$ cat config.mk
export PLATFORM = sky130hd
export DESIGN_NAME = shl_6piso_flat
export DESIGN_NICKNAME = d
export VERILOG_FILES = /design/src/rtl/shl_6piso_if.sv /design/src/rtl/shl_6piso.sv /design/src/flat_wrapper.sv
export SDC_FILE = /design/constraint.sdc
export NUM_CORES = 1
export LEC_CHECK = 0
export CORE_MARGIN = 4
export CORE_UTILIZATION = 30
export DETAILED_ROUTE_END_ITERATION = 8
export PLACE_DENSITY = 0.54
export SLEW_MARGIN = 20
export SYNTH_ARGS = -nofsm -noshare
export SYNTH_HDL_FRONTEND = slang
export SYNTH_SLANG_ARGS = --single-unit
$ cat constraint.sdc
create_clock -name CLK -period 1.6 [get_ports CLK]
set_clock_uncertainty 0.05 [all_clocks]
set_input_delay 0.24 -clock CLK [delete_from_list [all_inputs] [get_ports CLK]]
set_output_delay 0.24 -clock CLK [all_outputs]
set_load 0.03 [all_outputs]
$ cat src/rtl/shl_6piso_if.sv
// Parallel-word handshake and serial-line bundle for the 6-bit PISO.
interface shl_6piso_if;
    logic       EN;
    logic       LOAD;
    logic [5:0] DIN;
    logic       ACCEPT;
    logic       DOUT;
    logic       FRAME;
    logic       BUSY;
    logic       DONE;

    modport master (
        output EN, LOAD, DIN,
        input  ACCEPT, DOUT, FRAME, BUSY, DONE
    );

    modport slave (
        input  EN, LOAD, DIN,
        output ACCEPT, DOUT, FRAME, BUSY, DONE
    );
endinterface

$ cat src/rtl/shl_6piso.sv
// 6-bit parallel-in serial-out shifter, MSB first, with a one-word holding
// register so that consecutive words go out back to back with no gap bit.
//
// state | meaning
// IDLE  | no word on DOUT; DOUT=0, BUSY=0; waits for an EN edge with HOLD full
// SHIFT | a word is on DOUT; CNT is the index of the bit currently shown
module shl_6piso (
    input  logic         CLK,
    input  logic         RST,
    shl_6piso_if.slave   bus
);

    typedef enum logic {
        IDLE  = 1'b0,
        SHIFT = 1'b1
    } state_t;

    state_t     state, state_nxt;
    logic [5:0] hold, hold_nxt;
    logic       hfull, hfull_nxt;
    logic [5:0] sreg, sreg_nxt;
    logic [2:0] cnt, cnt_nxt;
    logic       dout, dout_nxt;
    logic       frame, frame_nxt;
    logic       busy, busy_nxt;
    logic       done, done_nxt;

    // State and datapath registers, cleared asynchronously by RST.
    always_ff @(posedge CLK or negedge RST) begin
        if (!RST) begin
            state <= IDLE;
            hold  <= 6'd0;
            hfull <= 1'b0;
            sreg  <= 6'd0;
            cnt   <= 3'd0;
            dout  <= 1'b0;
            frame <= 1'b0;
            busy  <= 1'b0;
            done  <= 1'b0;
        end else begin
            state <= state_nxt;
            hold  <= hold_nxt;
            hfull <= hfull_nxt;
            sreg  <= sreg_nxt;
            cnt   <= cnt_nxt;
            dout  <= dout_nxt;
            frame <= frame_nxt;
            busy  <= busy_nxt;
            done  <= done_nxt;
        end
    end

    // Next-state logic: parallel load into HOLD, and the serial sequencer that
    // advances only on EN. A load needs HFULL=0 and a word start needs HFULL=1,
    // so both can never fire on the same edge.
    always_comb begin
        state_nxt = state;
        hold_nxt  = hold;
        hfull_nxt = hfull;
        sreg_nxt  = sreg;
        cnt_nxt   = cnt;
        dout_nxt  = dout;
        frame_nxt = frame;
        busy_nxt  = busy;
        done_nxt  = 1'b0;

        if (bus.LOAD && !hfull) begin
            hold_nxt  = bus.DIN;
            hfull_nxt = 1'b1;
        end

        if (bus.EN) begin
            case (state)
                IDLE: begin
                    if (hfull) begin
                        sreg_nxt  = hold;
                        dout_nxt  = hold[5];
                        frame_nxt = 1'b1;
                        cnt_nxt   = 3'd5;
                        hfull_nxt = 1'b0;
                        busy_nxt  = 1'b1;
                        state_nxt = SHIFT;
                    end
                end
                SHIFT: begin
                    if (cnt != 3'd0) begin
                        sreg_nxt  = {sreg[4:0], 1'b0};
                        dout_nxt  = sreg[4];
                        cnt_nxt   = cnt - 3'd1;
                        frame_nxt = 1'b0;
                    end else begin
                        done_nxt = 1'b1;
                        if (hfull) begin
                            sreg_nxt  = hold;
                            dout_nxt  = hold[5];
                            frame_nxt = 1'b1;
                            cnt_nxt   = 3'd5;
                            hfull_nxt = 1'b0;
                            busy_nxt  = 1'b1;
                            state_nxt = SHIFT;
                        end else begin
                            dout_nxt  = 1'b0;
                            frame_nxt = 1'b0;
                            busy_nxt  = 1'b0;
                            state_nxt = IDLE;
                        end
                    end
                end
                default: state_nxt = IDLE;
            endcase
        end
    end

    assign bus.ACCEPT = !hfull;
    assign bus.DOUT   = dout;
    assign bus.FRAME  = frame;
    assign bus.BUSY   = busy;
    assign bus.DONE   = done;

endmodule
$ cat src/flat_wrapper.sv
// flat-port wrapper written by rule: the top's interface ports become plain ports
module shl_6piso_flat 
  (CLK, RST, bus_EN, bus_LOAD, bus_DIN, bus_ACCEPT, bus_DOUT, bus_FRAME, bus_BUSY, bus_DONE);
  shl_6piso_if bus_i ();
  input  logic CLK;
  input  logic RST;
  input wire logic [$bits(bus_i.EN)-1:0] bus_EN;
  input wire logic [$bits(bus_i.LOAD)-1:0] bus_LOAD;
  input wire logic [$bits(bus_i.DIN)-1:0] bus_DIN;
  output wire logic [$bits(bus_i.ACCEPT)-1:0] bus_ACCEPT;
  output wire logic [$bits(bus_i.DOUT)-1:0] bus_DOUT;
  output wire logic [$bits(bus_i.FRAME)-1:0] bus_FRAME;
  output wire logic [$bits(bus_i.BUSY)-1:0] bus_BUSY;
  output wire logic [$bits(bus_i.DONE)-1:0] bus_DONE;
  assign bus_i.EN = bus_EN;
  assign bus_i.LOAD = bus_LOAD;
  assign bus_i.DIN = bus_DIN;
  assign bus_ACCEPT = bus_i.ACCEPT;
  assign bus_DOUT = bus_i.DOUT;
  assign bus_FRAME = bus_i.FRAME;
  assign bus_BUSY = bus_i.BUSY;
  assign bus_DONE = bus_i.DONE;
  shl_6piso u_core (.CLK(CLK), .RST(RST), .bus(bus_i));
endmodule
Word-level counts from Yosys, hierarchy flattened --
Cells that the tools add are included.
Cells by class: $add $sub $neg 1, equality and inequality tests 2, bitwise gates (word level) 1, reductions and logical operators 5, mux-type cells 26
Operators by type and width (count):
- two-way mux 1 bit | 15
- two-way mux 6 bit | 2
- case mux 6 bit (2 select lines) | 1
- case mux 1 bit (2 select lines) | 5
- two-way mux 3 bit | 2
- case mux 3 bit (2 select lines) | 1
- AND reduction 3 bit | 1
- nonzero test 3 bit | 1
- subtractor 3 x 1 -> 3 bit (second input constant) | 1
- inequality test 2 x 1 -> 1 bit (second input constant) | 1
- inequality test 2 bit (second input constant) | 1
- AND reduction 2 bit | 1
- logical AND 1 bit | 1
- zero test 1 bit | 1
- NOT 1 bit | 1
Word-level totals: logic and storage cells 44, output and inout port bits 5, register bits after elaboration 21, input bits 10

Depth between registers and ports, before layout --
word-level depth 7, depth in mapped cells 6, depth with buffers taken out 5

Worst setup path after synthesis --
No wires, ideal clock.
path kind reg2reg, from register u_core.cnt[0], to register u_core.sreg[0], period minus slack after synthesis 1300 ps, setup slack 300 ps, cell stages (with the launch flop) 6, path buffers 0, library setup time 121 ps, required time 1429 ps, arrival time 1129 ps, path through dfrtp_1 inv_1 ha_1 nor2b_2 o21a_1 a22o_1
On the way: longest elaborated chain between the ends 3
Ends and longest elaborated chain:
- start: declaration | RTL line shl_6piso.sv:22 | logic [2:0] cnt, cnt_nxt;
- start signal: assignment | RTL line shl_6piso.sv:45 | cnt <= cnt_nxt;
- nonzero test 3 bit | RTL line shl_6piso.sv:86 | if (cnt != 3'd0) begin
- two-way mux 6 bit | RTL line shl_6piso.sv:86
- case mux 6 bit (2 select lines) | RTL line shl_6piso.sv:73 | case (state)
- end signal: assignment | RTL line shl_6piso.sv:44 | sreg <= sreg_nxt;
- end: declaration | RTL line shl_6piso.sv:21 | logic [5:0] sreg, sreg_nxt;
Every way passes these cells. A chain may end at the register's enable or synchronous reset.

Final worst setup path --
from register u_core.hfull, to output port bus_ACCEPT
On the way: longest elaborated chain between the ends 1
Ends and longest elaborated chain:
- start: declaration | RTL line shl_6piso.sv:20 | logic hfull, hfull_nxt;
- start signal: assignment | RTL line shl_6piso.sv:43 | hfull <= hfull_nxt;
- zero test 1 bit | RTL line shl_6piso.sv:114 | assign bus.ACCEPT = !hfull;
- end: declaration | RTL line flat_wrapper.sv:10 | output wire logic [$bits(bus_i.ACCEPT)-1:0] bus_ACCEPT;
Every way passes these cells.

==> metrics.yaml <==
status:
  status: "complete, no violations"
synth:
  ys_seq_area_share_pct: 52.6
  synth_edf_count: 0
  synth_ff_type: "dfrtp_1"
  synth_cell_types: 29
  synthArstFlopShare_pct: 100
  synthCells: 83
  synth_area_per_cell_um2: 11.5
  synth_warnings: 0
  ys_ff_latch: 20
  syn-num-nets: 95
  syn_area_um2: 952
routing:
  wl_per_cell_um: 13.0
  vias_per_cell: 4.77
  dr.pass1.iters: 4
  drtAntennaViolNets: 0
  drc: 0
  drtIter0Drc: 19
  wl_um: 1870
  vias: 687
cells_and_area:
  layout-drive-gt1-share_pct: 23.0
  regArea_um2: 500
  final_common_cell: "dfrtp_1"
  diodes: 0
  fill_cells: 321
  area_growth_pct: 25.1
  mostFrequentLayoutCells: "dfrtp_1 (20), clkdlybuf4s50_1 (9), inv_1 (8)"
  nets: 113
  multiInputGateArea_um2: 385
timing:
  rsz0062_at_grt: "false"
  report.final.slew_viol_count: 0
  max_freq_mhz: 683
  worst_hold_slack_ns: 0.210
  tightestPinTransition_ns: 0.315
  min_period_over_period_pct: 91.5
  fin_setup_tns_ns: 0
  hold_violations: 0
  min_period_ns: 1.46
  slew_headroom_pct: 79.0
  setup_viol: 0
critical_path:
  startpoint_type: "flip-flop"
  worstPathRequired_ns: 1.31
  end_kind: "output pin"
  path_class: "flip-flop to output pin"
  worstPathArrival_ns: 1.17
  crit_path_max_fanout: 2
floorplan:
  initial_core_util_pct: 31.2
  fp.coreArea_um2: 3050
  die_x_um: 64.3
  dieArea_um2: 4140
  rows: 20
  die_h_um: 64.3
  ios: 15
global_routing:
  grt_pass1_vias: 723
  antenna_found_initial: 0
  grt_start_max_net_pins: 21
  gr-total-overflow: 0
  grt_pass1_wl_um: 3370
  grt_util_all_layers_pct: 10.5
clock_tree:
  clk_pin_slew_worst_paths_ns: 0.11
  cts_max_level: 1
  cts_buffers: 3
  insertion_delay_ns: 0.30
  cts_buffer_depth: 2
  cts-root-buf: "clkbuf_4"
  hold_buffers: 0
  numClockSinks: 20
  cts_tree: "built"
placed_design:
  io_buffers: 14
  dp.final_hpwl_um: 1370
  gp_congestion: 0.752
job:
  max_cap_viol_count: 0
worst_hold_path:
  hp-class: "primary input to asynchronous set/reset pin"
pwr:
  powerDensity_nw_per_um2: 1790
  peakVddDrop_mv: 0.642
  p_leak_nw: 0.519
  p_total_mw: 2.13
## metrics by stage
stage	utilization, %	std cells	setup slack [ns]	cell area, um2
final	39.0	144	0.135	1190
after floorplan	-	83	0.300	952
after global placement	37.0	140	0.0206	1130
after CTS	38.6	144	0.00445	1180
after global routing	39.0	144	0.0411	1190
after detailed placement	37.0	140	0.00185	1130
## flip-flops by register name, summed over array words and instances (netlist names)
register and count:
u_core.bus.DONE 1, u_core.bus.BUSY 1, u_core.state 1, u_core.cnt 3
u_core.hold 6, u_core.hfull 1, u_core.sreg 5, u_core.bus.DOUT 1
u_core.bus.FRAME 1
## worst paths after layout
path / startpoint / endpoint / slack, ns / cells past startpoint
worst max register to register: u_core.cnt[0] / u_core.bus.DOUT / 0.18 / 5
worst min register to register: u_core.cnt[0] / u_core.cnt[0] / 0.44 / 1
worst min-delay path: RST / u_core.cnt[2] / 0.21 / 2
max in group asynchronous: RST / u_core.cnt[1] / 1.08 / 2
min in group CLK: u_core.cnt[0] / u_core.cnt[0] / 0.44 / 1
worst max-delay path: u_core.hfull / bus_ACCEPT / 0.14 / 2
## layout make-up
| type | count | share of cell area [%] |
|---|---|---|
| clock inverters | 1 | 2.52 |
| clock buffers | 3 | 1.89 |
| inverters | 8 | 2.52 |
| multi-input cells | 50 | 32.4 |
| repair buffers | 18 | 14.1 |
| flip-flops and latches | 20 | 42.0 |
| well taps | 44 | 4.62 |
## critical path: stages, from the launching register on
cell,delay (ns)
dfrtp_1,0.40
inv_1,0.08
dlygate4sd2_1,0.40
## power breakdown
| group | internal [mW] | switching (mW) |
|---|---|---|
| registers | 0.714 | 0.138 |
| logic | 0.387 | 0.478 |
| clock network | 0.253 | 0.161 |
## cells by family after synthesis
kind of cell               count (synthesis)  synth area share (%)
AOI/OAI and AO/OA                         20                  17.0
adders and majority gates                  2                  2.63
buffers and inverters                     13                  8.02
DFF                                       20                  52.6
muxes                                      6                  7.10
and+or+nand+nor                           22                  12.7
## cells in the mapped netlist (2+ instances only)
cell type   n  area share (%)
nor2b_2     2             1.8
o21ai_1     2             1.1
ha_1        2             2.6
nor2_1      4             1.6
o221ai_1    4             3.7
nand2b_1    2             1.3
nor3_1      3             1.6
dfrtp_1    20              53
mux2_2      6             7.1
o21ai_0     4             2.1
nand3_1     4             2.1
inv_1       8             3.2
buf_6       3             3.5
nand4_1     4             2.6
## metal layers
metal  GRT usage [%]  share of wire, %
met1            13.3                49
met2            16.8                46
met3            4.04               4.8
met4            2.37              0.53
met5               0                 0
## what timing repair did
item	in CTS	in global routing
resized for setup	4	4
endpoints found under the setup margin	4	8
setup buffers	0	0
Power figures use the tool's default switching activity.
